### src/rtl/retire_monitor_pkg.sv
// Shared constants, FSM encoding and retire-record helpers for the retire trace monitor.
package retire_monitor_pkg;

    localparam int unsigned ADDRESS_BITS_DEF = 20;
    localparam int unsigned DATA_WIDTH_DEF   = 32;
    localparam int unsigned RECORD_WIDTH     = ADDRESS_BITS_DEF + DATA_WIDTH_DEF;

    localparam logic [31:0] NOP_INSN_DEF = 32'h0000_0013;

    typedef enum logic [1:0] {
        ST_IDLE = 2'd0,
        ST_RUN  = 2'd1,
        ST_DONE = 2'd2
    } mon_state_t;

    typedef struct packed {
        logic [ADDRESS_BITS_DEF-1:0] pc;
        logic [DATA_WIDTH_DEF-1:0]   instruction;
    } trace_record_t;

    // Record layout is {pc, instruction} with the PC in the upper bits.
    function automatic logic [RECORD_WIDTH-1:0] pack_record(
        input logic [ADDRESS_BITS_DEF-1:0] pc,
        input logic [DATA_WIDTH_DEF-1:0]   instruction
    );
        trace_record_t rec;
        rec.pc          = pc;
        rec.instruction = instruction;
        return rec;
    endfunction

    function automatic trace_record_t unpack_record(input logic [RECORD_WIDTH-1:0] bits);
        return trace_record_t'(bits);
    endfunction

endpackage

### src/rtl/retire_trace_monitor_fifo.sv
// Synchronous FIFO with a registered head word; a push into an empty FIFO is visible the next cycle.
module trace_fifo #(
    parameter int unsigned WIDTH = 52,
    parameter int unsigned DEPTH = 8,
    localparam int unsigned CNT_W = $clog2(DEPTH + 1)
) (
    input  logic             clock,
    input  logic             reset,
    input  logic             push,
    input  logic             pop,
    input  logic [WIDTH-1:0] din,
    output logic [WIDTH-1:0] dout,
    output logic             valid,
    output logic             full_c,
    output logic             empty_c,
    output logic [CNT_W-1:0] count
);

    localparam int unsigned PTR_W = $clog2(DEPTH);

    logic [WIDTH-1:0] mem [DEPTH];
    logic [PTR_W-1:0] wr_ptr;
    logic [PTR_W-1:0] rd_ptr;
    logic [PTR_W-1:0] rd_next_c;
    logic             do_push_c;
    logic             do_pop_c;
    logic [CNT_W-1:0] kept_c;
    logic [CNT_W-1:0] count_next_c;

    // A full FIFO still accepts a push when the head is popped in the same cycle.
    always_comb begin
        full_c       = (count == CNT_W'(DEPTH));
        empty_c      = (count == '0);
        do_pop_c     = pop && !empty_c;
        do_push_c    = push && (!full_c || do_pop_c);
        kept_c       = count - CNT_W'(do_pop_c);
        count_next_c = kept_c + CNT_W'(do_push_c);
        rd_next_c    = rd_ptr + PTR_W'(do_pop_c);
    end

    always_ff @(posedge clock) begin
        if (do_push_c) begin
            mem[wr_ptr] <= din;
        end
    end

    // Head word bypasses storage when the incoming record becomes the only entry.
    always_ff @(posedge clock) begin
        if (reset) begin
            wr_ptr <= '0;
            rd_ptr <= '0;
            count  <= '0;
            valid  <= 1'b0;
            dout   <= '0;
        end else begin
            if (do_push_c) begin
                wr_ptr <= wr_ptr + PTR_W'(1);
            end
            rd_ptr <= rd_next_c;
            count  <= count_next_c;
            valid  <= (count_next_c != '0);
            if (count_next_c != '0) begin
                dout <= (kept_c == '0) ? din : mem[rd_next_c];
            end
        end
    end

endmodule

### src/rtl/retire_trace_monitor.sv
// Shadows the core's ID/EX, EX/MEM and MEM/WB stages to rebuild the retire stream,
// counts run statistics and queues retire records for a trace consumer.
module retire_trace_monitor
    import retire_monitor_pkg::*;
#(
    parameter int unsigned ADDRESS_BITS = ADDRESS_BITS_DEF,
    parameter int unsigned DATA_WIDTH   = DATA_WIDTH_DEF,
    parameter int unsigned FIFO_DEPTH   = 8,
    parameter logic [DATA_WIDTH-1:0] NOP_INSN = DATA_WIDTH'(NOP_INSN_DEF)
) (
    input  logic                    clock,
    input  logic                    reset,
    input  logic                    start,
    input  logic [ADDRESS_BITS-1:0] end_pc,
    input  logic [DATA_WIDTH-1:0]   ifid_instruction,
    input  logic [ADDRESS_BITS-1:0] ifid_pc,
    input  logic                    ifid_valid,
    input  logic                    stall,
    input  logic                    flush,
    output logic                    trace_valid,
    input  logic                    trace_ready,
    output logic [ADDRESS_BITS-1:0] trace_pc,
    output logic [DATA_WIDTH-1:0]   trace_instruction,
    output logic [31:0]             cycle_count,
    output logic [31:0]             instret_count,
    output logic [31:0]             bubble_count,
    output logic [15:0]             drop_count,
    output logic                    done
);

    localparam int unsigned REC_W      = ADDRESS_BITS + DATA_WIDTH;
    localparam int unsigned FIFO_CNT_W = $clog2(FIFO_DEPTH + 1);

    logic [DATA_WIDTH-1:0]   idex_insn,  exmem_insn,  memwb_insn;
    logic [ADDRESS_BITS-1:0] idex_pc,    exmem_pc,    memwb_pc;
    logic                    idex_valid, exmem_valid, memwb_valid;

    mon_state_t state;

    logic                  push_c;
    logic                  pop_c;
    logic                  drop_c;
    logic                  fifo_full_c;
    logic                  fifo_empty_c;
    logic [REC_W-1:0]      fifo_dout;
    logic [FIFO_CNT_W-1:0] fifo_count_unused;

    // Shadow pipeline: runs in every state, mirrors the core's bubble injection.
    always_ff @(posedge clock) begin
        if (reset) begin
            idex_insn   <= NOP_INSN;
            idex_pc     <= '0;
            idex_valid  <= 1'b0;
            exmem_insn  <= NOP_INSN;
            exmem_pc    <= '0;
            exmem_valid <= 1'b0;
            memwb_insn  <= NOP_INSN;
            memwb_pc    <= '0;
            memwb_valid <= 1'b0;
        end else begin
            if (stall || flush) begin
                idex_insn  <= NOP_INSN;
                idex_pc    <= '0;
                idex_valid <= 1'b0;
            end else begin
                idex_insn  <= ifid_instruction;
                idex_pc    <= ifid_pc;
                idex_valid <= ifid_valid;
            end
            if (flush) begin
                exmem_insn  <= NOP_INSN;
                exmem_pc    <= '0;
                exmem_valid <= 1'b0;
            end else begin
                exmem_insn  <= idex_insn;
                exmem_pc    <= idex_pc;
                exmem_valid <= idex_valid;
            end
            memwb_insn  <= exmem_insn;
            memwb_pc    <= exmem_pc;
            memwb_valid <= exmem_valid;
        end
    end

    always_comb begin
        push_c = (state == ST_RUN) && memwb_valid;
        pop_c  = trace_ready && !fifo_empty_c;
        drop_c = push_c && fifo_full_c && !pop_c;
    end

    // Run FSM and statistics; the end-PC record is still counted and pushed on the final edge.
    always_ff @(posedge clock) begin
        if (reset) begin
            state         <= ST_IDLE;
            cycle_count   <= '0;
            instret_count <= '0;
            bubble_count  <= '0;
            drop_count    <= '0;
            done          <= 1'b0;
        end else begin
            case (state)
                ST_IDLE: begin
                    if (start) begin
                        state <= ST_RUN;
                    end
                end
                ST_RUN: begin
                    cycle_count <= cycle_count + 32'd1;
                    if (memwb_valid) begin
                        instret_count <= instret_count + 32'd1;
                        if (memwb_pc == end_pc) begin
                            state <= ST_DONE;
                            done  <= 1'b1;
                        end
                    end else begin
                        bubble_count <= bubble_count + 32'd1;
                    end
                    if (drop_c && (drop_count != 16'hFFFF)) begin
                        drop_count <= drop_count + 16'd1;
                    end
                end
                ST_DONE: begin
                    done <= 1'b1;
                end
                default: begin
                    state <= ST_IDLE;
                end
            endcase
        end
    end

    trace_fifo #(
        .WIDTH (REC_W),
        .DEPTH (FIFO_DEPTH)
    ) u_fifo (
        .clock   (clock),
        .reset   (reset),
        .push    (push_c),
        .pop     (pop_c),
        .din     ({memwb_pc, memwb_insn}),
        .dout    (fifo_dout),
        .valid   (trace_valid),
        .full_c  (fifo_full_c),
        .empty_c (fifo_empty_c),
        .count   (fifo_count_unused)
    );

    assign trace_pc          = fifo_dout[DATA_WIDTH +: ADDRESS_BITS];
    assign trace_instruction = fifo_dout[DATA_WIDTH-1:0];

endmodule
### config.mk
export PLATFORM = sky130hd
export DESIGN_NAME = retire_trace_monitor
export DESIGN_NICKNAME = d
export VERILOG_FILES = /design/src/rtl/retire_monitor_pkg.sv /design/src/rtl/retire_trace_monitor_fifo.sv /design/src/rtl/retire_trace_monitor.sv
export SDC_FILE = /design/constraint.sdc
export NUM_CORES = 1
export LEC_CHECK = 0
export CAP_MARGIN = 0
export CORE_MARGIN = 5
export CORE_UTILIZATION = 57
export CTS_BUF_LIST = sky130_fd_sc_hd__clkbuf_4 sky130_fd_sc_hd__clkbuf_8 sky130_fd_sc_hd__clkbuf_16
export CTS_CLUSTER_SIZE = 20
export DETAILED_ROUTE_END_ITERATION = 8
export GPL_TIMING_DRIVEN = 1
export PLACE_DENSITY = 0.76
export SKIP_LAST_GASP = 1
export SLEW_MARGIN = 20
export SYNTH_ARGS = -nofsm -noshare
export SYNTH_HDL_FRONTEND = slang
export SYNTH_SLANG_ARGS = --single-unit
### constraint.sdc
create_clock -name clock -period 7.3 [get_ports clock]
set_clock_uncertainty 0.05 [all_clocks]
set_input_delay 0.73 -clock clock [delete_from_list [all_inputs] [get_ports clock]]
set_output_delay 0.73 -clock clock [all_outputs]
set_load 0.005 [all_outputs]
==> impl.org <==
** Yosys
- Of the post-synthesis cell area, the dominant cell type holds 0.444.
- Combinational family with the most area after synthesis :: multiplexers
- Largest cells by area after synthesis :: sky130_fd_sc_hd__edfxtp_1, sky130_fd_sc_hd__dfxtp_1, sky130_fd_sc_hd__mux4_2
- The most used flip-flop cell after synthesis is sky130_fd_sc_hd__edfxtp_1.
- Simple-gate area share of the yosys netlist :: 0.109
- Yosys mapped a number of flops with a built-in enable equal to 416.
- Of the total synthesized cell area, the portion taken by full adders, half adders and majority gates is 0.00489.
- Net count of the mapped netlist :: 1,962
- Averaged over all synthesized cells, the footprint is 15.0 µm².
- The share of the Yosys chip area taken by registers is 0.684.
- After synthesis, the netlist uses 45 different library cells.
- The cell count after synthesis came out at 1,872.
- Synth Register Bits :: 753
- Cell taking the most area after synthesis :: sky130_fd_sc_hd__edfxtp_1
- In the synthesized netlist, the cells that appear most often are sky130_fd_sc_hd__edfxtp_1, sky130_fd_sc_hd__dfxtp_1, sky130_fd_sc_hd__nor2_1, sky130_fd_sc_hd__and2_1, sky130_fd_sc_hd__mux4_2.
- Proportion of synthesized area in mux cells :: 0.124
- In the post-synthesis netlist, the cell with the most instances is sky130_fd_sc_hd__edfxtp_1.
- The Yosys step of the flow raised 0 warnings.
- Post-synthesis xor/xnor area fraction :: 0.0388
- Share of synthesized registers carrying an async set or reset :: 0
- Compound-gate portion of the synthesized area :: 0.0219
- Summing every instance area after synthesis gives 28,100 µm².

** Placement
- Final Wtd Congestion :: 0.853
- Post-placement cell count :: 2,704
- Detailed-placement wirelength estimate :: 37,000 µm
- Number of buffers inserted by port buffering :: about 240

** Setup path
- Worst path top cell family by delay :: adder cells
- The worst setup path is launched from a flip-flop.
- Along the worst path, the maximum fanout reaches 71.
- Data arrival time at the worst-slack endpoint :: 4.30 ns
- Critical Path Slowest Stage Cell :: sky130_fd_sc_hd__ha_4
- The startpoint identified for the worst register-to-register timing path is u_fifo.count[1].
- Most prevalent standard cell on the critical path :: sky130_fd_sc_hd__ha_4
- Worst endpoint required time :: 7.65 ns
- Cell chain of the critical path :: o41a_1 -> ha_4 -> ha_4 -> buf_4 -> mux4_2 -> mux2_2 -> mux2i_1 -> a221oi_1
- Critical path type :: flip-flop to flip-flop
- For this run, the slowest stage of the critical path takes 0.97 ns.
- Timing startpoint of the critical path :: u_fifo.count[1]
- Critical path capture point type :: flip-flop
- Buffers plus inverters on the worst setup path :: 1

** Layout
- Area growth, synth to finish :: 20.3%
- Net total in the final layout :: between 2,000 and 2,500
- Ratio of cells with drive above 1 in the final layout :: 0.158
- Multi-input combinational cell area :: between 8000 and 9000 µm²
- Post-route non-filler standard cell count :: between 2,000 and 3,000
- Across the whole layout, storage elements account for 19,200 µm².
- Final core utilization :: 0.693
- Filler Cells Inserted :: 3,277

** Clocking
- Number of buffers inserted by post-CTS setup repair :: 0
- Post-cts repair resize count :: 0
- Clock Tree Buf Depth :: 3
- Clock-pin slew was measured on the worst setup and hold paths at 0.06 ns.
- The H-tree was split into 3 levels.
- Number of buffers created by CTS :: between 70 and 80
- The later pin in the worst-skew pair is clocked with a latency of 0.60 ns.
- Clock tree synthesis found a total of approximately 750 sinks.
- Hold buffers post-CTS :: 0
- TritonCTS clock tree :: yes
- CTS Root Cell :: sky130_fd_sc_hd__clkbuf_16

** Timing
- For the pin with the worst max-slew slack, the measured transition is 1.19 ns.
- Accumulated negative setup slack :: 0 ns
- The max-slew violation count was 0.
- The number of failing hold endpoints at the final stage is 0.
- Setup violations remaining at the end of the flow were counted as 0.
- Fmax :: 0.253 GHz
- Post-route minimum period :: ~4 ns
- Setup repair after global routing left no endpoint under its margin.
- Dividing the final minimum period by the clock period gives 0.541.
- Max transition margin :: 0.207

** Route
- For this block, the initial DRC count from the detailed router was 1,188.
- Total Routed Length :: 63,900 µm
- Routed vias :: 16,400
- DR DRC count :: 0
- Via density :: just under 6
- After detailed routing, the average wire length per cell comes to 22.4 µm.
- First-pass iteration count of the detailed router :: 5
- In this run the remaining antenna-violating nets after routing total 0.

** GRT
- The number of global-route vias before repair came to 17,000.
- Largest net degree at the start of global routing :: about 160
- The number of antenna violations at the first check in global routing came to 6.
- In the global route stage, overall resource usage came out at 0.236.
- The first global-routing pass estimated 98,200 µm of wire.
- Total gr overflow :: 0

** Pwr
- Net switching component of the power :: between 3 and 4 mW
- Cell area power density :: 332 nW/µm²
- The internal portion of the total power is 8.09 mW.
- Static leakage :: 11.7 nW
- Combinational Power Share :: 0.244
- Part of the power in registers :: 0.416
- IR analysis of the VDD net gives a maximum drop of 374 µV.
- Of the total power, the share spent switching nets is 0.279.
- Clock power frac :: 0.340

** Worst hold path
- The startpoint identified for the worst hold timing path is idex_insn[0].
- Worst hold path type :: flip-flop to flip-flop

** Die
- Die height :: roughly 230 µm
- The die covers 53,900 µm².
- Row count :: 81
- Pin placement for this block handled 245 I/O pins.
- From left edge to right edge, the die measures 232 µm.
- In this run the standard cell core region covers 48,800 µm².
- The initial utilization of the core area, before any placement, comes to 0.576.

** Outcome
- The flow ran to the end, and the final reports show no timing, DRC or antenna violations.

** Job
- Number of maximum-capacitance constraint violations :: 0
[routing by layer]
| metal | track usage | up-vias | share of wire |
|---|---|---|---|
| met5 | 0 | - | 0.00042 |
| met1 | 0.315 | 8278 | 0.41 |
| met4 | 0.0785 | 4 | 0.028 |
| li1 | - | 7432 | - |
| met3 | 0.0547 | 126 | 0.069 |
| met2 | 0.389 | 588 | 0.50 |
[metrics by stage]
step                instance area (µm²)  hold slack, ns  worst slack (ns)  total power [mW]
floorplan                         28100           0.334             0.752              6.66
global placement                  31300           0.338              3.00              7.42
detailed placement                31300           0.338              2.92              7.47
CTS                               33800           0.350              3.39              11.3
finish                            33900           0.348              3.35              11.2
global route                      33800           0.366              3.27              11.7
[worst register-to-register path, cell delays in order (launching register included)]
cell	delay [ns]
sky130_fd_sc_hd__dfxtp_1	0.34
sky130_fd_sc_hd__o41a_1	0.50
sky130_fd_sc_hd__ha_4	0.20
sky130_fd_sc_hd__ha_4	0.97
sky130_fd_sc_hd__buf_4	0.68
sky130_fd_sc_hd__mux4_2	0.44
sky130_fd_sc_hd__mux2_2	0.29
sky130_fd_sc_hd__mux2i_1	0.16
sky130_fd_sc_hd__a221oi_1	0.13
[path summary, 6_finish.rpt]
kind	endpoint	cells past startpoint	slack [ns]
max	u_fifo.dout[8]	8	3.35
min	exmem_insn[0]	1	0.35
max reg2reg	u_fifo.dout[8]	8	3.35
min reg2reg	exmem_insn[0]	1	0.35
[cells in the final DEF (no fill, tap or decap), drive strengths merged, types with 55 or more instances in the layout]
master / Yosys / layout
edfxtp: 416 / 416
dfxtp: 337 / 337
clkdlybuf4s50: 0 / 243
nor2: 176 / 176
and2: 108 / 108
mux4: 104 / 104
clkbuf: 69 / 104
xor2: 70 / 70
nor2b: 59 / 59
mux2i: 55 / 55
[power by group through the flow]
stage,Clock [mW],Sequential [mW],Combinational [mW]
final,3.82,4.67,2.74
after global routing,4.09,4.67,2.93
after CTS,3.89,4.67,2.74
after detailed placement,0,4.76,2.72
after global placement,0,4.76,2.66
after floorplan,0,4.72,1.94
[kinds of logic after synthesis]
family          Yosys count
mux                     212
xor+xnor                123
buf+inv                 116
simple gates            575
fa+ha+maj                11
flops                   753
compound gates           82
[layout make-up]
type                       count  share of cell area
inverter                      16             0.00177
timing repair buffer         269              0.0791
tap                          664              0.0245
multi-input combinational   1003               0.252
clock buffer                 103              0.0649
sequential                   753               0.568
antenna                        4            0.000296
clock inverter                36             0.00920
[sequential cells by signal, summed over array words and instances (netlist names), 32 cells and up]
name           count
u_fifo.dout       52
memwb_insn        32
cycle_count       32
idex_insn         32
u_fifo.mem       416
bubble_count      32
exmem_insn        32
instret_count     32
No activity file was read; power rests on OpenSTA's default activity.
